File: config.mk
export PLATFORM = sky130hd
export DESIGN_NAME = hdmi_timing_monitor
export DESIGN_NICKNAME = d
export VERILOG_FILES = /design/src/rtl/hdmi_timing_monitor.sv
export SDC_FILE = /design/constraint.sdc
export NUM_CORES = 1
export LEC_CHECK = 0
export BUFFER_PORTS_ARGS = -buffer_cell sky130_fd_sc_hd__buf_2
export CORE_MARGIN = 4
export CORE_UTILIZATION = 40
export DETAILED_ROUTE_END_ITERATION = 10
export SLEW_MARGIN = 10
export SYNTH_ARGS = -nofsm -noshare
export SYNTH_HDL_FRONTEND = slang
export SYNTH_SLANG_ARGS = --single-unit
File: constraint.sdc
create_clock -name clk -period 6.4 [get_ports clk]
set_input_delay 0.32 -clock clk [delete_from_list [all_inputs] [get_ports clk]]
set_output_delay 0.32 -clock clk [all_outputs]
set_load 0.01 [all_outputs]
File: src/rtl/hdmi_timing_monitor.sv
// Passive HDMI timing monitor: measures h/v totals and actives, flags errors, tracks lock; CRC under HDMI_TIMING_MONITOR_CRC_EN.
// Results update 2 clocks after the vsync pin edge; read-only tap, never stalls or drives the video path.
module hdmi_timing_monitor #(
  parameter int CNT_W       = 13,
  parameter bit SYNC_POL    = 1'b1,
  parameter int LOCK_FRAMES = 2
) (
  input  logic             clk,
  input  logic             resetn,
  input  logic             enable,
  input  logic             hsync,
  input  logic             vsync,
  input  logic             data_e,
  input  logic [23:0]      data,
  output logic [CNT_W-1:0] h_total,
  output logic [CNT_W-1:0] h_active,
  output logic [CNT_W-1:0] v_total,
  output logic [CNT_W-1:0] v_active,
  output logic [15:0]      frame_crc,
  output logic             frame_done,
  output logic             locked,
  output logic             err_ovf,
  output logic             err_de
);
  typedef enum logic [1:0] {IDLE, SYNC, MEASURE} state_t;
  localparam logic [CNT_W-1:0] CMAX = '1;
  localparam logic [3:0]       LF   = 4'(LOCK_FRAMES);

  state_t             r_state;
  logic               r_hs, r_vs, r_de, r_hs_d, r_vs_d, r_de_d;
  logic [CNT_W-1:0]   r_hcnt, r_htot, r_decnt, r_href, r_vcnt, r_vact;
  logic               r_ref_vld, r_de_skip, r_err_ovf, r_err_de;
  logic [3:0]         r_lock_cnt;
  logic               r_prev_vld;
  logic [4*CNT_W-1:0] r_prev_tuple;

  logic               w_hs_edge, w_vs_edge, w_de_fall, w_run, w_hcnt_max, w_match;
  logic [CNT_W-1:0]   w_htot_nxt;
  logic [4*CNT_W-1:0] w_tuple;

  // Sync polarity is normalised here so everything downstream sees active-high.
  always_ff @(posedge clk or negedge resetn) begin
    if (!resetn) begin
      r_hs   <= 1'b0;
      r_vs   <= 1'b0;
      r_de   <= 1'b0;
      r_hs_d <= 1'b0;
      r_vs_d <= 1'b0;
      r_de_d <= 1'b0;
    end else begin
      r_hs   <= (hsync == SYNC_POL);
      r_vs   <= (vsync == SYNC_POL);
      r_de   <= data_e;
      r_hs_d <= r_hs;
      r_vs_d <= r_vs;
      r_de_d <= r_de;
    end
  end

  assign w_hs_edge  = r_hs & ~r_hs_d;
  assign w_vs_edge  = r_vs & ~r_vs_d;
  assign w_de_fall  = r_de_d & ~r_de;
  assign w_run      = enable && (r_state != IDLE);
  assign w_hcnt_max = (r_hcnt == CMAX);
  // A line closing in the vsync cycle still belongs to the frame being latched.
  assign w_htot_nxt = w_hs_edge ? (w_hcnt_max ? CMAX : r_hcnt + 1'b1) : r_htot;
  assign w_tuple    = {w_htot_nxt, r_href, r_vcnt, r_vact};
  assign w_match    = r_prev_vld && (w_tuple == r_prev_tuple) && !r_err_ovf && !r_err_de;

  always_ff @(posedge clk or negedge resetn) begin
    if (!resetn) begin
      r_hcnt    <= '0;
      r_htot    <= '0;
      r_decnt   <= '0;
      r_href    <= '0;
      r_vcnt    <= '0;
      r_vact    <= '0;
      r_ref_vld <= 1'b0;
      r_de_skip <= 1'b0;
      r_err_ovf <= 1'b0;
      r_err_de  <= 1'b0;
    end else if (!w_run) begin
      r_hcnt    <= '0;
      r_htot    <= '0;
      r_decnt   <= '0;
      r_href    <= '0;
      r_vcnt    <= '0;
      r_vact    <= '0;
      r_ref_vld <= 1'b0;
      r_de_skip <= 1'b0;
      r_err_ovf <= 1'b0;
      r_err_de  <= 1'b0;
    end else begin
      if (w_hs_edge)        r_hcnt <= '0;
      else if (!w_hcnt_max) r_hcnt <= r_hcnt + 1'b1;
      r_htot <= w_htot_nxt;
      if (r_de) r_decnt <= !r_de_d ? CNT_W'(1) : ((r_decnt == CMAX) ? CMAX : r_decnt + 1'b1);
      if (w_vs_edge) begin
        // hsync coincident with vsync opens the new frame's line count.
        r_vcnt    <= {{(CNT_W-1){1'b0}}, w_hs_edge};
        r_vact    <= '0;
        r_href    <= '0;
        r_ref_vld <= 1'b0;
        r_de_skip <= r_de;
        r_err_ovf <= 1'b0;
        r_err_de  <= 1'b0;
      end else begin
        if (w_hs_edge) begin
          if (r_vcnt == CMAX) r_err_ovf <= 1'b1;
          else                r_vcnt    <= r_vcnt + 1'b1;
        end
        if (w_de_fall) begin
          if (r_de_skip) begin
            r_de_skip <= 1'b0;
          end else begin
            if (r_vact == CMAX) r_err_ovf <= 1'b1;
            else                r_vact    <= r_vact + 1'b1;
            if (!r_ref_vld) begin
              r_href    <= r_decnt;
              r_ref_vld <= 1'b1;
            end else if (r_decnt != r_href) begin
              r_err_de <= 1'b1;
            end
          end
        end
        if (!w_hs_edge && w_hcnt_max)                 r_err_ovf <= 1'b1;
        if (r_de && r_de_d && (r_decnt == CMAX))      r_err_ovf <= 1'b1;
      end
    end
  end

`ifdef HDMI_TIMING_MONITOR_CRC_EN
  logic [23:0] r_data;
  logic [15:0] r_crc;

  function automatic logic [15:0] crc16_step(input logic [15:0] c, input logic [23:0] d);
    logic [15:0] x;
    x = c;
    for (int i = 23; i >= 0; i--) x = {x[14:0], 1'b0} ^ ((x[15] ^ d[i]) ? 16'h1021 : 16'h0000);
    return x;
  endfunction

  always_ff @(posedge clk or negedge resetn) begin
    if (!resetn) begin
      r_data <= '0;
      r_crc  <= 16'hFFFF;
    end else begin
      r_data <= data;
      if (!w_run || w_vs_edge) r_crc <= 16'hFFFF;
      else if (r_de)           r_crc <= crc16_step(r_crc, r_data);
    end
  end
`else
  logic w_unused_data;
  assign w_unused_data = ^data;
  assign frame_crc     = 16'h0000;
`endif

  always_ff @(posedge clk or negedge resetn) begin
    if (!resetn) begin
      r_state      <= IDLE;
      h_total      <= '0;
      h_active     <= '0;
      v_total      <= '0;
      v_active     <= '0;
      frame_done   <= 1'b0;
      locked       <= 1'b0;
      err_ovf      <= 1'b0;
      err_de       <= 1'b0;
      r_lock_cnt   <= '0;
      r_prev_vld   <= 1'b0;
      r_prev_tuple <= '0;
`ifdef HDMI_TIMING_MONITOR_CRC_EN
      frame_crc    <= '0;
`endif
    end else begin
      frame_done <= 1'b0;
      if (!enable) begin
        r_state    <= IDLE;
        locked     <= 1'b0;
        r_lock_cnt <= '0;
        r_prev_vld <= 1'b0;
      end else begin
        case (r_state)
          IDLE:    r_state <= SYNC;
          SYNC:    if (w_vs_edge) r_state <= MEASURE;
          MEASURE: if (w_vs_edge) begin
            h_total      <= w_htot_nxt;
            h_active     <= r_href;
            v_total      <= r_vcnt;
            v_active     <= r_vact;
            err_ovf      <= r_err_ovf;
            err_de       <= r_err_de;
            frame_done   <= 1'b1;
`ifdef HDMI_TIMING_MONITOR_CRC_EN
            frame_crc    <= r_crc;
`endif
            r_prev_tuple <= w_tuple;
            r_prev_vld   <= 1'b1;
            if (w_match) begin
              if (r_lock_cnt != LF) r_lock_cnt <= r_lock_cnt + 1'b1;
              locked <= (r_lock_cnt >= LF - 4'd1);
            end else begin
              r_lock_cnt <= '0;
              locked     <= 1'b0;
            end
          end
          default: r_state <= IDLE;
        endcase
      end
    end
  end
endmodule
After elaboration in Yosys (flattened, before gate mapping). Index checks and enable logic that the tools add are counted.

Order comparisons: 1. $add $sub $neg: 5. Reduce and logical (&&, ||, !) cells: 21. Bitwise operators: 6. Equality and inequality tests: 24. Multiplexer cells: 64.

Operator list (number): two-way mux 13 bit (24); adder 13 x 1 -> 13 bit (second input constant) (4); == test 13 bit (second input constant) (4); == test 52 bit (1); two-way mux 1 bit (32); inequality test 3 bit (second input constant) (9); two-way mux 4 bit (5); inequality test 13 bit (1); AND reduction 3 bit (4); AND reduction 2 bit (4); logical AND 1 bit (7); inequality test 3 x 2 -> 1 bit (second input constant) (2); one-hot mux 2 bit (3 select lines) (1); adder 4 x 1 -> 4 bit (second input constant) (1); >= comparator 4 x 1 -> 1 bit (second input constant) (1); two-way mux 2 bit (2); inequality test 2 x 1 -> 1 bit (second input constant) (2); inequality test 2 bit (second input constant) (2); inequality test 4 x 2 -> 1 bit (second input constant) (1); AND reduction 4 bit (1); AND 1 bit (3); logical NOT 1 bit (3); NOT 1 bit (3); == test 2 x 1 -> 1 bit (second input constant) (1); other kinds (3) (3).

Register bits after elaboration: 203. Word-level logic and storage cells: 149. Input port bits: 30.

Longest topological paths before layout. Gate-level depths: netlist of run 1.

Depth after elaboration: 11. Depth in mapped cells: 10.

Worst setup path after synthesis of run 1. OpenSTA, ideal clock, no wires.

Kind: register to register. Start point: reg r_hcnt[0]. End point: reg r_lock_cnt[0]. Slack: 3773 ps. Data required time: 6332 ps. Setup time: 68 ps. Buffers on the path: 0. Cell stages (with the launch flop): 10. Data arrival time: 2559 ps. Path through: dfrtp_1 > ha_1 > inv_1 > or4_1 > a31o_2 > xor2_1 > o2111ai_1 > nor4_4 > and3_1 > a221o_1.

Longest elaborated chain between the ends: 11. Elaborated cells between the ends (all ways): 14. Those cells by class: 1 x add/sub; 3 x eq/ne; 6 x mux; 4 x reduce/logical.

Ends and longest elaborated chain: from (decl) (line 31) `logic [CNT_W-1:0] r_hcnt, r_htot, r_decnt, r_href, r_vcnt, r_vact;`; from (signal assigned) (line 95) `else if (!w_hcnt_max) r_hcnt <= r_hcnt + 1'b1;`; adder 13 x 1 -> 13 bit or == test 13 bit (tied branches) (line 66, 64); two-way mux 13 bit * (2 in a row) (line 66) `assign w_htot_nxt = w_hs_edge ? (w_hcnt_max ? CMAX : r_hcnt + 1'b1) : r_htot;`; == test 52 bit * (line 68) `assign w_match = r_prev_vld && (w_tuple == r_prev_tuple) && !r_err_ovf && !r_err_de;`; logical AND 1 bit * (3 in a row) (line 68); two-way mux 4 bit (line 200) `if (w_match) begin`; two-way mux 4 bit (line 187) `MEASURE: if (w_vs_edge) begin`; two-way mux 4 bit (line 184) `case (r_state)`; two-way mux 4 bit (line 178) `if (!enable) begin`; to (signal assigned) (line 201) `if (r_lock_cnt != LF) r_lock_cnt <= r_lock_cnt + 1'b1;`; to (decl) (line 33) `logic [3:0] r_lock_cnt;`.

Mark *: on every way between the ends. The rest lies on a longest branch, timed or not. The select of a mux whose other input is x is not followed. A chain may end at the register's enable or synchronous reset.

Worst setup path in the final report of run 1.
Start point: reg r_hcnt[6]. End point: reg r_lock_cnt[0].

Same word-level chain as after synthesis.

==> results.toml, run 1 <==
[timing]
period_needed_ns = 3.41
tns_ns = 0
rsz0062_at_grt = "false"
max_freq_mhz = 293
holdWs_ns = 0.195
fin_ws_ns = 2.99
hold_violations = 0
period_share_pct = 53.3
slew_headroom_pct = 20.7
finalMaxSlewViolations = 0
setup_viol = 0
finClkSkew_ns = 0.0125
worstMarginPinSlew_ns = 1.19

[setup_path]
slowest_stage = "or4_1"
critPathRequiredTime_ns = 6.76
r2r_start = "r_hcnt[6]"
path_cells = "nand4_1 > or4_1 > a31o_2 > xor2_1 > o2111ai_1 > nor4_4 > and3_1 > a221o_1"
critPathKind = "register to register"
r2r_setup_slack_ns = 2.99
crit_path_start_kind = "register"
slowest_delay_ns = 0.94
cpLargestDelayFamily = "simple AND/OR/NAND/NOR gates"
crit_fanout = 12
cp_num_buf_inv = 0
r2r_cells = 8
cp.arrival_ns = 3.78
rr_endpoint = "r_lock_cnt[0]"
end_kind = "register"

[worst_hold_path]
hp-class = "input port to register"
worstHoldEndpoint = "r_state[1]"
holdPathStages = 2
hp-start = "enable"

[synth]
synth_most_common_cell = "nand2_1"
ys_warn_count = 0
synth_area_leaders = "dfrtp_1 50%, nand2_1 8.4%, xor2_1 5.2%"
async_flop_share_pct = 100
synth_top_area_cell = "dfrtp_1"
synth_common_cells = "169 x nand2_1, 151 x dfrtp_1, 67 x nor2_1, 45 x xor2_1, 43 x o21ai_0"
synthAdderAreaFrac_pct = 1.50
syn_area_um2 = 7530
synth-xor-area-share_pct = 9.65
netlist-cell-type-count = 60
synthCells = 796
yosysSeqAreaShare_pct = 50.2
muxShareOfSynthArea_pct = 0.665
synthFlopType = "dfrtp_1"
synth-edff-count = 0
synth-compound-area-share_pct = 12.8
syn_avg_cell_area_um2 = 9.46
synthSimpleGateAreaFrac_pct = 20.6
synth_seq_cells = 151
synth_top_family_by_area = "simple AND/OR/NAND/NOR gates"
synth_top_area_share_pct = 50.2

[power]
cellPowerDensity_nw_per_um2 = 239
power_leakage_nw = 4.25
ir_worst_vdd_mv = 0.186

[floorplanning]
die_width_um = 145
coreArea_um2 = 18200
ios = 102
num_rows = 49
die_h_um = 145
dieArea_um2 = 21100
start_util_pct = 41.4

[job]
max_cap_violations = 0

[placed_design]
port_buffers = 61
place_ws_ns = 3.00
hpwl_um = 12700
finalWeightedCongestion = 0.832

[clock_network]
clock_path_buffers = 2
cts_tree = "done"
postCtsSetupBuffers = 0
htreeDepth = 4
root_buffer = "clkbuf_16"
clkTransAtPathRegs_ns = 0.06
clk_latency_ns = 0.43
numCtsBuffers = 17
clock-sinks = 151

[finish]
finalNetCount = 890
drive_gt1_share_pct = 13.1
area_growth_pct = 14.1
fillers = 1730
antennaDiodeCount = 0

[routing]
vias = 5770
wl_per_cell_um = 17.0
drt-pass1-iter-count = 4
routed_wl_um = 18600
routed_via_density = 5.28
drc = 0
dr.first_iter.drc_count = 271
ant_nets = 0

[grt]
grt_max_degree = 86
grt_pass1_vias = 5605
track_usage_pct = 18.1
antenna_found_initial = 0
grt_pass1_wl_um = 30800
grt_overflow = 0

[run_status]
status = "finished, final reports clean"
==> per-stage QoR <==
| step | total power [mW] | util, % | instances | instance area, um2 |
|---|---|---|---|---|
| after floorplan | 1.07 | - | 811 | 7590 |
| after global placement | 1.12 | 43.9 | 1057 | 7990 |
| after detailed placement | 1.12 | 43.9 | 1057 | 7990 |
| after CTS | 2.08 | 47.2 | 1092 | 8590 |
| after global routing | 2.13 | 47.2 | 1092 | 8590 |
| final | 2.06 | 47.2 | 1092 | 8590 |
==> layout make-up <==
type                    instances  area (um2)  area share, %
clock buffers                  20         457           5.32
clock inverters                11         100           1.17
inverters                      22        82.6          0.961
multi-input cells             585        3470           40.4
flip-flops and latches        151        3780           44.0
well taps                     229         287           3.34
repair buffers                 74         419           4.88
==> worst reg2reg max path, stage by stage (launching register included) <==
cell       delay [ns]
dfrtp_1          0.39
nand4_1          0.46
or4_1            0.94
a31o_2           0.38
xor2_1           0.13
o2111ai_1        0.22
nor4_4           0.49
and3_1           0.23
a221o_1          0.10
==> worst max-delay path by stage <==
stage               from       endpoint  slack (ns)  depth (start not counted)
3_3_place_gp   r_hcnt[0]  r_lock_cnt[0]        3.00                          9
2_1_floorplan  r_hcnt[0]  r_lock_cnt[0]        3.77                          9
5_1_grt        r_hcnt[5]         locked        2.77                          8
3_5_place_dp   r_hcnt[0]  r_lock_cnt[0]        3.00                          9
4_1_cts        r_hcnt[0]  r_lock_cnt[0]        2.98                          9
6_report       r_hcnt[6]  r_lock_cnt[0]        2.99                          8
==> power breakdown <==
part	internal [mW]	total [mW]	switching [mW]
sequential	0.967	0.982	0.0150
clock	0.553	0.957	0.404
combinational	0.0366	0.118	0.0809
total	1.56	2.06	0.500
==> metal layers <==
metal	share of wire, %	global-route usage [%]	vias to the layer above
met4	0.96	4.61	0
met1	48	25.8	2832
met5	0	0	-
li1	-	-	2799
met2	47	28.2	117
met3	4.2	3.96	22
==> kinds of logic (layout without fill, tap and decap cells) <==
family          after synthesis  in the layout
simple gates                338            338
flops                       151            151
compound gates              134            134
xor+xnor                     83             83
buf+inv                      75            127
fa+ha+maj                     9              9
mux                           5              5
other cells                   1             16
==> sequential cells by signal, indices dropped and copies added (netlist names), 3 cells and up <==
register and flops:
v_total 12, r_prev_tuple 3, r_hcnt 13, r_vcnt 13
r_decnt 13, r_vact 13, v_active 12, r_href 13
r_htot 13, h_total 13, r_lock_cnt 4, h_active 12
==> cells in the final DEF, fill, tap and decap left out, types with 11 or more instances in the layout <==
cell       instances
xnor2_1           38
a21oi_1           15
inv_1             21
and3_1            13
clkbuf_16         17
nand2_1          169
nand4_1           16
o21ai_0           43
nand3_1           17
xor2_1            45
nor2_1            67
conb_1            16
nor4_1            11
a22o_1            24
buf_2             60
dfrtp_1          151
==> repair_timing <==
action,in CTS,in global routing
hold endpoints to repair,25,0
hold buffers,4,0
gates resized for setup,0,0
Power figures use the tool's default switching activity.
==> run 2, diff against run 1 <==
--- a/config.mk
+++ b/config.mk
@@ -5,6 +5,7 @@
 export SDC_FILE = /design/constraint.sdc
 export NUM_CORES = 1
 export LEC_CHECK = 0
+export ABC_AREA = 1
 export BUFFER_PORTS_ARGS = -buffer_cell sky130_fd_sc_hd__buf_2
 export CORE_MARGIN = 4
 export CORE_UTILIZATION = 40
==> constraint.sdc (replaced) <==
create_clock -name clk -period 3.5 [get_ports clk]
set_input_delay 0.175 -clock clk [delete_from_list [all_inputs] [get_ports clk]]
set_output_delay 0.175 -clock clk [all_outputs]
set_load 0.01 [all_outputs]
==> run 2 against run 1 <==
Setup slack worse by 2.1 ns. Power is 120% higher. Global-route usage is 0.69 points higher. Via count is 21% higher. Final area is 8.9% higher. Clock skew is 0.0024 ns lower. Wire length is 11% higher. Hold slack worse by 0.14 ns. Combinational power grew to 5.2 times the previous value. Clock-buffer cell count stayed put. Highest routed layer unchanged.
==> results.toml, run 2 <==
[synth]
synth_common_cells = "287 x nand2_1, 151 x dfrtp_1, 126 x inv_1, 117 x nor2_1, 79 x o21ai_0"
ys_warn_count = 0
synthFlopType = "dfrtp_1"
async_flop_share_pct = 100
synth_seq_cells = 151
synth_most_common_cell = "nand2_1"
synth-edff-count = 0
synth_area_leaders = "dfrtp_1 46%, nand2_1 13%, inv_1 5.8%"
yosysSeqAreaShare_pct = 46.2
syn_avg_cell_area_um2 = 7.61
synth_top_area_share_pct = 46.2
synth_top_area_cell = "dfrtp_1"
syn_area_um2 = 8170
synthCells = 1074
netlist-cell-type-count = 46

[floorplanning]
dieArea_um2 = 22800
die_h_um = 151
ios = 102
coreArea_um2 = 20200
die_width_um = 151
start_util_pct = 40.5
num_rows = 52

[timing]
finClkSkew_ns = 0.0101
period_needed_ns = 2.58
max_freq_mhz = 388
worstMarginPinSlew_ns = 1.07
period_share_pct = 73.7
rsz0062_at_grt = "false"
finalMaxSlewViolations = 0
slew_headroom_pct = 28.4
hold_violations = 0
tns_ns = 0
setup_viol = 0

[placed_design]
finalWeightedCongestion = 0.854
port_buffers = 61
hpwl_um = 15200

[setup_path]
end_kind = "register"
critPathKind = "register to register"
crit_fanout = 16
critPathRequiredTime_ns = 3.86
crit_path_start_kind = "register"
cp.arrival_ns = 2.94

[clock_network]
clkTransAtPathRegs_ns = 0.06
cts_tree = "done"
htreeDepth = 4
root_buffer = "clkbuf_16"
clock_path_buffers = 2
clk_latency_ns = 0.43
cts_resized = 0
numCtsBuffers = 17
hold_buffers = 4
clock-sinks = 151
postCtsSetupBuffers = 0

[grt]
antenna_found_initial = 0
grt_overflow = 0
grt_pass1_wl_um = 33600
grt_pass1_vias = 6525
grt_max_degree = 75
track_usage_pct = 18.8

[routing]
wl_met2_um = 9500
drt-pass1-iter-count = 5
routed_via_density = 4.93
ant_nets = 0
wl_per_cell_um = 14.5
wl_met1_um = 10000
routed.top_layer = "met4"
vias = 7009
met3_length_um = 775
dr.first_iter.drc_count = 578
routed_wl_um = 20600
drc = 0

[run_status]
status = "finished, final reports clean"

[power]
cellPowerDensity_nw_per_um2 = 475
power.total_mw = 4.45
power_leakage_nw = 4.47
ir_worst_vdd_mv = 0.368

[finish]
antennaDiodeCount = 0
drive_gt1_share_pct = 11.5
fillers = 2051
utilization_pct = 46.4
final_common_cell = "nand2_1"
mostFrequentLayoutCells = "287 x nand2_1, 151 x dfrtp_1, 126 x inv_1"
finalNetCount = 1178
area_growth_pct = 14.5

[worst_hold_path]
hp-class = "input port to register"

[job]
max_cap_violations = 0
==> run 2: cell count changes in the layout (fill, tap and decap cells not counted), moves of 8 or more <==
cell     delta
nand3_1    +41
a22o_1     -23
xnor2_1    -19
and3_1     -12
nor2_1     +49
inv_1     +105
o22ai_1    +19
nand2_1   +118
o21ai_0    +36
xor2_1     -30
nand4_1     +8
a21oi_1    +19
or2_2      +13
==> run 2: metal layers <==
layer	vias to the layer above	track usage, %
met2	142	29.6
met4	0	5.12
met5	-	0
li1	3569	-
met1	3275	26.6
met3	23	3.62
==> run 2: cell families after synthesis <==
group / synth area share (%)
DFF: 46.2
xor gates and xnor gates: 3.64
and+or+nand+nor: 29.0
buffers and inverters: 8.87
AOI/OAI and AO/OA: 10.8
other: 0.0459
adders and majority gates: 1.38
==> run 2: path summary, 6_finish.rpt <==
kind                             start             to  slack, ns  cells past startpoint
worst max-delay path            r_hs_d  r_lock_cnt[0]       0.92                     13
worst max register to register  r_hs_d  r_lock_cnt[0]       0.92                     13
worst min register to register    r_hs         r_hs_d       0.37                      0
max in group asynchronous       resetn     h_total[8]       2.26                      3
min in group asynchronous       resetn    v_active[5]       0.35                      2
worst min-delay path            enable     r_state[0]       0.05                      3
==> run 2: final cells by class <==
type                       count  area [um2]  area share [%]
clock buffer                  20         457            4.88
clock inverter                12         151            1.62
inverter                     132         498            5.32
multi-input combinational    765        3730            39.9
sequential                   151        3780            40.4
tap                          270         338            3.61
timing repair buffer          72         404            4.32
==> run 2: power breakdown <==
| group | internal, mW | switching (mW) |
|---|---|---|
| Clock | 1.16 | 0.733 |
| Combinational | 0.217 | 0.397 |
| Sequential | 1.85 | 0.0971 |
==> run 2: per-stage QoR <==
stage | hold slack [ns] | cell area [um2] | worst slack (ns) | cells
after floorplan | -0.121 | 8230 | 1.56 | 1089
after global placement | 0.259 | 8710 | 0.969 | 1386
after detailed placement | 0.256 | 8710 | 0.939 | 1386
after CTS | 0.0476 | 9360 | 0.915 | 1422
after global routing | 0.0652 | 9360 | 0.542 | 1422
final | 0.0543 | 9360 | 0.922 | 1422
==> run 2: critical path: stages (launching register included) <==
cell	delay, ns
dfrtp_1	0.37
nor2_2	0.51
inv_1	0.20
nor2_1	0.35
nand2_1	0.16
nand3b_1	0.17
nand2_1	0.07
nor2_1	0.08
nand2_1	0.09
nor2_1	0.16
nand3_1	0.09
nand2_1	0.13
nand2_1	0.07
nand2_1	0.06
==> run 3, diff against run 2 <==
==> constraint.sdc (replaced) <==
create_clock -name clk -period 2.6 [get_ports clk]
set_input_delay 0.13 -clock clk [delete_from_list [all_inputs] [get_ports clk]]
set_output_delay 0.13 -clock clk [all_outputs]
set_load 0.01 [all_outputs]
==> run 3 against run 2 <==
Wire length grew 0.18%. Clock power grew 37%. Sequential power grew 35%. Largest cell class unchanged. Fmax grew 8.8%. Critical endpoint is now r_vact[8]. Hold slack gained 0.26 ns. Utilization grew 0.45 points. Highest routed layer unchanged.
==> results.toml, run 3 (same netlist as run 2, synthesis figures left out) <==
[routing]
drt-pass1-iter-count = 5
routed_via_density = 4.96
wl_per_cell_um = 14.5
wl_met2_um = 9620
routed_wl_um = 20700
dr.first_iter.drc_count = 530
routed.top_layer = "met4"
drc = 0
ant_nets = 0
met3_length_um = 869
vias = 7083
wl_met1_um = 9990

[placed_design]
hpwl_um = 15200
port_buffers = 61
finalWeightedCongestion = 0.843
placed_cell_area_um2 = 8780

[floorplanning]
start_util_pct = 40.5
die_h_um = 151
num_rows = 52
dieArea_um2 = 22800
coreArea_um2 = 20200
die_width_um = 151
ios = 102

[run_status]
status = "finished, final reports clean"

[timing]
max_freq_mhz = 422
slew_headroom_pct = 25.8
rsz0062_at_grt = "false"
holdWs_ns = 0.312
hold_violations = 0
period_share_pct = 91.2
finalMaxSlewViolations = 0
worstMarginPinSlew_ns = 1.11
setup_viol = 0
finClkSkew_ns = 0.00942
tns_ns = 0
period_needed_ns = 2.37

[power]
power.total_mw = 6.04
clkPwrFrac_pct = 42.8
intPower_mw = 4.40
comb_power_share_pct = 13.8
power_leakage_nw = 4.51
p_seq_share_pct = 43.4
netSwitchingPower_mw = 1.64
ir_worst_vdd_mv = 0.465
cellPowerDensity_nw_per_um2 = 639
switching_share_pct = 27.2

[finish]
mostFrequentLayoutCells = "286 x nand2_1, 150 x dfrtp_1, 126 x inv_1"
finalNetCount = 1185
antennaDiodeCount = 0
fillers = 2059
fin_area_um2 = 9450
final_common_cell = "nand2_1"
drive_gt1_share_pct = 11.9
area_growth_pct = 15.7
utilization_pct = 46.8

[setup_path]
slowest_stage = "dfrtp_1"
crit_fanout = 6
crit_path_start_kind = "register"
critPathRequiredTime_ns = 2.92
cp.arrival_ns = 2.69
path_cells = "ha_1 > inv_1 > nor3_2 > nand3_1 > nor3_1 > nand3_1 > nand2_1 > nand2_1 > nand2_1 > inv_2 > nand2_1 > nor2_1 > o21a_1"
slowest_delay_ns = 0.44
end_kind = "register"
critPathKind = "register to register"
crit_top_cell = "nand2_1"

[clock_network]
root_buffer = "clkbuf_16"
postCtsSetupBuffers = 0
clk_latency_ns = 0.43
htreeDepth = 4
clkTransAtPathRegs_ns = 0.06
clock_path_buffers = 2
cts_tree = "done"
numCtsBuffers = 17
clock-sinks = 151

[grt]
grt_overflow = 0
grt_pass1_vias = 6647
track_usage_pct = 19.1
grt_pass1_wl_um = 34300
grt_max_degree = 75
antenna_found_initial = 0

[job]
max_cap_violations = 0

[worst_hold_path]
hp-class = "input port to asynchronous set/reset pin"
## run 3: critical path, delay by kind of cell, from the launching register on
| kind | cells | cell delay (ns) |
|---|---|---|
| and+or+nand+nor | 9 | 1.34 |
| DFF | 1 | 0.44 |
| adders and majority gates | 1 | 0.20 |
| AOI/OAI and AO/OA | 1 | 0.16 |
| buffers and inverters | 2 | 0.11 |
## run 3: through the flow
step	cells	setup WS, ns
after floorplan	1089	0.656
after global placement	1392	0.176
after detailed placement	1392	0.173
after CTS	1428	0.168
after global routing	1428	0.0513
final	1428	0.230
## run 3: final timing paths
path | start | endpoint | slack [ns] | cells past startpoint
worst max-delay path | r_vact[1] | r_vact[8] | 0.23 | 13
worst min-delay path | resetn | v_active[5] | 0.31 | 2
worst max register to register | r_vact[1] | r_vact[8] | 0.23 | 13
worst min register to register | r_hs | r_hs_d | 0.37 | 0
max in group asynchronous | resetn | r_hcnt[0] | 1.57 | 3
min in group clk | data_e | r_de | 0.34 | 2
## run 3: power groups by stage
| stage | logic [mW] | clock network (mW) | registers (mW) |
|---|---|---|---|
| 3_3_place_gp | 0.823 | 0 | 2.66 |
| 6_report | 0.833 | 2.59 | 2.62 |
| 4_1_cts | 0.843 | 2.63 | 2.62 |
| 5_1_grt | 0.958 | 2.73 | 2.64 |
| 3_5_place_dp | 0.831 | 0 | 2.67 |
| 2_1_floorplan | 0.474 | 0 | 2.69 |
## run 3: timing repair
action | in CTS | in global routing
gates resized for setup | 0 | 4
endpoints found under the setup margin | 0 | 5
hold buffers | 5 | 0
hold endpoints to repair | 76 | 0
## run 3: layout make-up
cell class                 count  area [um2]  share of cell area [%]
multi-input combinational    765        3740                    39.6
clock inverter                 7         116                    1.23
clock buffer                  24         492                    5.20
tap                          270         338                    3.58
timing repair buffer          79         484                    5.12
sequential                   151        3780                    40.0
inverter                     132         498                    5.27
## run 3: layer usage
metal / up-vias / GRT usage [%]
met5: - / 0
met4: 0 / 3.90
met3: 12 / 4.01
met2: 142 / 30.1
met1: 3355 / 27.3
li1: 3574 / -
